`config.mk`:
```
export PLATFORM = sky130hd
export DESIGN_NAME = ctrl_pipe
export DESIGN_NICKNAME = d
export VERILOG_FILES = /design/src/rtl/ctrl_pipe.sv
export SDC_FILE = /design/constraint.sdc
export NUM_CORES = 1
export LEC_CHECK = 0
export CORE_ASPECT_RATIO = 1.2
export CORE_UTILIZATION = 46
export CTS_BUF_LIST = sky130_fd_sc_hd__clkbuf_2
export CTS_CLUSTER_SIZE = 28
export DETAILED_ROUTE_END_ITERATION = 10
export PLACE_DENSITY = 0.83
export RECOVER_POWER = 50
export SLEW_MARGIN = 5
export SYNTH_ARGS = -nofsm -noshare
export SYNTH_HDL_FRONTEND = slang
export SYNTH_SLANG_ARGS = --single-unit
```
`constraint.sdc`:
```
create_clock -name clk -period 2.4 [get_ports clk]
set_input_delay 0.48 -clock clk [delete_from_list [all_inputs] [get_ports clk]]
set_output_delay 0.48 -clock clk [all_outputs]
set_load 0.1 [all_outputs]
```
`src/rtl/ctrl_pipe.sv`:
```
// ctrl_pipe: ID/EX, EX/MEM and MEM/WB control registers with load-use hazard detection,
// EX operand forwarding selects and a saturating load-use stall counter.
module ctrl_pipe #(
    parameter int RA_W   = 5,
    parameter int ALUC_W = 3,
    parameter int CNT_W  = 16
) (
    input  logic              clk,
    input  logic              reset,
    input  logic              MemtoRegD,
    input  logic              MemWriteD,
    input  logic              BranchD,
    input  logic              ALUSrcD,
    input  logic              RegDstD,
    input  logic              RegWriteD,
    input  logic [ALUC_W-1:0] ALUControlD,
    input  logic [RA_W-1:0]   RsD,
    input  logic [RA_W-1:0]   RtD,
    input  logic [RA_W-1:0]   RdD,
    input  logic              FlushExt,
    output logic              MemtoRegE,
    output logic              MemWriteE,
    output logic              BranchE,
    output logic              ALUSrcE,
    output logic              RegDstE,
    output logic              RegWriteE,
    output logic [ALUC_W-1:0] ALUControlE,
    output logic [RA_W-1:0]   RsE,
    output logic [RA_W-1:0]   RtE,
    output logic [RA_W-1:0]   WriteRegE,
    output logic              MemtoRegM,
    output logic              MemWriteM,
    output logic              RegWriteM,
    output logic [RA_W-1:0]   WriteRegM,
    output logic              MemtoRegW,
    output logic              RegWriteW,
    output logic [RA_W-1:0]   WriteRegW,
    output logic [1:0]        ForwardAE,
    output logic [1:0]        ForwardBE,
    output logic              StallF,
    output logic              StallD,
    output logic              FlushE,
    output logic [CNT_W-1:0]  StallCount
);
    logic [RA_W-1:0] rd_e;
    logic            lwstall;

    always_comb begin
        lwstall   = MemtoRegE & ((RtE == RsD) | (RtE == RtD));
        StallF    = lwstall;
        StallD    = lwstall;
        FlushE    = lwstall | FlushExt;
        WriteRegE = RegDstE ? rd_e : RtE;
        ForwardAE = (RsE != '0 && RegWriteM && RsE == WriteRegM) ? 2'b10 :
                    (RsE != '0 && RegWriteW && RsE == WriteRegW) ? 2'b01 : 2'b00;
        ForwardBE = (RtE != '0 && RegWriteM && RtE == WriteRegM) ? 2'b10 :
                    (RtE != '0 && RegWriteW && RtE == WriteRegW) ? 2'b01 : 2'b00;
    end

    always_ff @(posedge clk or posedge reset) begin
        if (reset) begin
            {MemtoRegE, MemWriteE, BranchE, ALUSrcE, RegDstE, RegWriteE, ALUControlE, RsE, RtE, rd_e} <= '0;
            {MemtoRegM, MemWriteM, RegWriteM, WriteRegM} <= '0;
            {MemtoRegW, RegWriteW, WriteRegW} <= '0;
            StallCount <= '0;
        end else begin
            // a flush (load-use or external) turns the E slot into an all-zero bubble
            {MemtoRegE, MemWriteE, BranchE, ALUSrcE, RegDstE, RegWriteE, ALUControlE, RsE, RtE, rd_e} <=
                FlushE ? '0 : {MemtoRegD, MemWriteD, BranchD, ALUSrcD, RegDstD, RegWriteD, ALUControlD, RsD, RtD, RdD};
            {MemtoRegM, MemWriteM, RegWriteM, WriteRegM} <= {MemtoRegE, MemWriteE, RegWriteE, WriteRegE};
            {MemtoRegW, RegWriteW, WriteRegW} <= {MemtoRegM, RegWriteM, WriteRegM};
            if (lwstall && StallCount != {CNT_W{1'b1}})
                StallCount <= StallCount + CNT_W'(1);
        end
    end
endmodule

```
==> summary.txt <==
critical path type = register to primary output
vias per inst = 5.00
Synth Net Count = 227
net switching power = 917 uW
Initial Utilization = 48.2%
drt pass-1 iters = 4
failing checks = setup timing
GR Overflow Total = 0
Clk pwr share = 15.6%
fmax = 0.391 GHz
Syn Std Cell Area = 0.00240 sq mm
r2r startpoint = RtE[3]
sequential power share = 47.5%
max cap viols = 0
first-pass GRT wire length = 9.08 mm
Port-buffer cells = 88
antenna diode count = 0
Final setup viols = 7
Avg Cell Area, Syn = 12.0 sq um
setup ws final = -0.156 ns
area delta synth->final = 50.2%
largest net degree at the start of global routing = 37
die width = 67.9 microns
commonest non-fill, non-tap cells in the layout = 61 x buf_4, 37 x dfrtp_1, 34 x xnor2_1
# clock sinks = 55
Mapped Cells = 199
RSZ-0062 raised after global routing = true
Final GP Congestion = 0.826
CTS Buf Count = 5
Hold Startpoint = MemWriteE
nature of the critical path startpoint = register
CTS clk-pin slew, worst paths = 0.26 ns
Core Box Area = 0.00497 sq mm
Crit Path Max Fanout = 2
CP endpoint kind = primary output
initial antenna violation count = 0
Required @ worst endpoint = 1.92 ns
combinational power share = 36.8%
DP Worst Slack = 0.0116 ns
Sw Ratio = 41.5%
Yosys reg bits = 55
fill cell count = 363
Final Hold Vio Count = 0
GRT Total Usage = 22.8%
CTS tree = yes
H-tree depth = 2
post-detail-place hpwl = 4.21 mm
vias in the first global route = 1885
nets@finish = 336
Warnings, synthesis = 0
Pint = 1290 uW
DRC = 0
clock buffer depth = 2
Leak = 0.00161 uW
die area = 0.00551 sq mm
DRT iter0 DRCs = 34
worst-margin pin slew = 0.844 ns
status = finished with violations
final wirelength = 5.61 mm
register area share after synthesis = 57.4%
Distinct cells, synth = 27
Min Clock Period, post-route = 2.56 ns
layout cells sized above 1 = 43.0%
Worst Path Arrival = 2.08 ns
Rel. slew slack = 43.7%
Final Cycle Share = 107%
I/O pin cnt = 89
Final ANT Viol Nets = 0
Hold Crit Class = register to register
most common cell after layout, fill and taps aside = buf_4
Max IR drop VDD = 0.803 mV
Final Max Tran Viols = 0
via count = 1844
Clk Latency, worst-skew pair = 0.42 ns
CP startpoint = RsE[1]
row count = 28
Fin Hold WS = 0.410 ns
Wirelength per Cell = 15.2 microns
Die Ht = 81.1 microns
root buf cell = clkbuf_2
clk_skew = 0.0228 ns
Power Density = 614 mW/mm^2
[cell families (layout without fill, tap and decap cells)]
kind of cell | count (synthesis) | in the layout | synth area share, %
AND/OR/NAND/NOR | 77 | 77 | 18.5
multiplexers | 7 | 7 | 3.29
AO/OA/AOI/OAI | 3 | 3 | 1.57
flip-flops | 55 | 55 | 57.4
buffers and inverters | 12 | 122 | 2.61
XOR/XNOR | 44 | 44 | 16.1
adder cells (fa/ha/maj) | 1 | 1 | 0.522
[power groups by stage]
stage	clock network [uW]	registers, uW	logic, uW
2_1_floorplan	0	1420	249
3_3_place_gp	0	1070	788
3_5_place_dp	0	1070	795
4_1_cts	364	1050	827
5_1_grt	395	1060	847
6_report	346	1050	813
[final timing paths]
kind	to	slack, ns	depth (start not counted)
setup / recovery	ForwardAE[0]	-0.16	5
min in group asynchronous	StallCount[5]	0.58	2
setup reg to reg	StallCount[12]	0.33	9
hold reg to reg	MemWriteM	0.41	0
max in group asynchronous	RtE[0]	0.50	3
hold / removal	MemWriteM	0.41	0
[synthesized netlist by cell type]
library cell  number  area share (%)
dfrtp_1           55              57
and3_1             4             1.0
inv_1              3            0.47
nand2_1           11             1.7
buf_4              1            0.31
nor2_1             6            0.94
nor4_1             4             1.0
nand4_2            1            0.52
nor3_1             1            0.21
nand3_1            7             1.5
a21oi_2            1            0.37
o2111ai_1          1            0.37
buf_2              5             1.0
buf_6              1            0.47
nand2_2            1            0.26
or4_1              3            0.94
nand4_1           12             3.1
mux2_2             6             2.8
xnor2_1           40              15
and2_1            24             6.3
xor2_1             4             1.5
clkbuf_1           2            0.31
o22ai_4            1            0.84
nand4b_1           2            0.73
nor2_2             1            0.26
ha_1               1            0.52
mux2_1             1            0.47
[per-layer routing]
metal / track usage (%) / vias to the layer above / part of all wire (%)
met5: 0 / - / 0
met4: 6.67 / 0 / 1.1
met1: 26.8 / 903 / 39
met3: 4.21 / 7 / 4.8
li1: - / 881 / -
met2: 41.4 / 53 / 55
[metrics by stage]
stage	instances	cell area (sq um)	TNS [ns]	power (uW)	utilization, %
after global routing	369	3600	-1.34	2300	72.4
after global placement	347	3450	0	1850	69.3
final	369	3600	-0.477	2210	72.4
after detailed placement	347	3450	0	1860	69.3
after CTS	367	3630	-0.776	2240	73.0
after floorplan	199	2570	-2.26	1670	-
[cell type report]
cell class | instances | area [sq um] | area share [%]
clock inverter | 2 | 12.5 | 0.348
clock buffer | 6 | 30.0 | 0.834
timing repair buffer | 111 | 977 | 27.1
sequential | 55 | 1400 | 38.9
multi-input combinational | 132 | 1090 | 30.3
tap | 60 | 75.1 | 2.09
inverter | 3 | 15.0 | 0.417
[flip-flops by register name, summed over array words and instances (netlist names), 3 cells and up]
register / flops
ALUControlE: 3
RtE: 5
rd_e: 5
WriteRegW: 5
WriteRegM: 5
StallCount: 16
RsE: 5
[critical path, stage by stage, from the launching register on]
cell	delay (ns)
dfrtp_2	0.48
or4_4	0.55
nor2_4	0.16
nor4_4	0.07
nor4_4	0.19
buf_12	0.21
[repair_timing]
item	CTS	global route
endpoints found under the setup margin	7	7
gates resized for setup	9	0
buffers inserted	12	2
hold buffers	0	0
pin swaps	9	1
No activity file was read; power rests on OpenSTA's default activity.
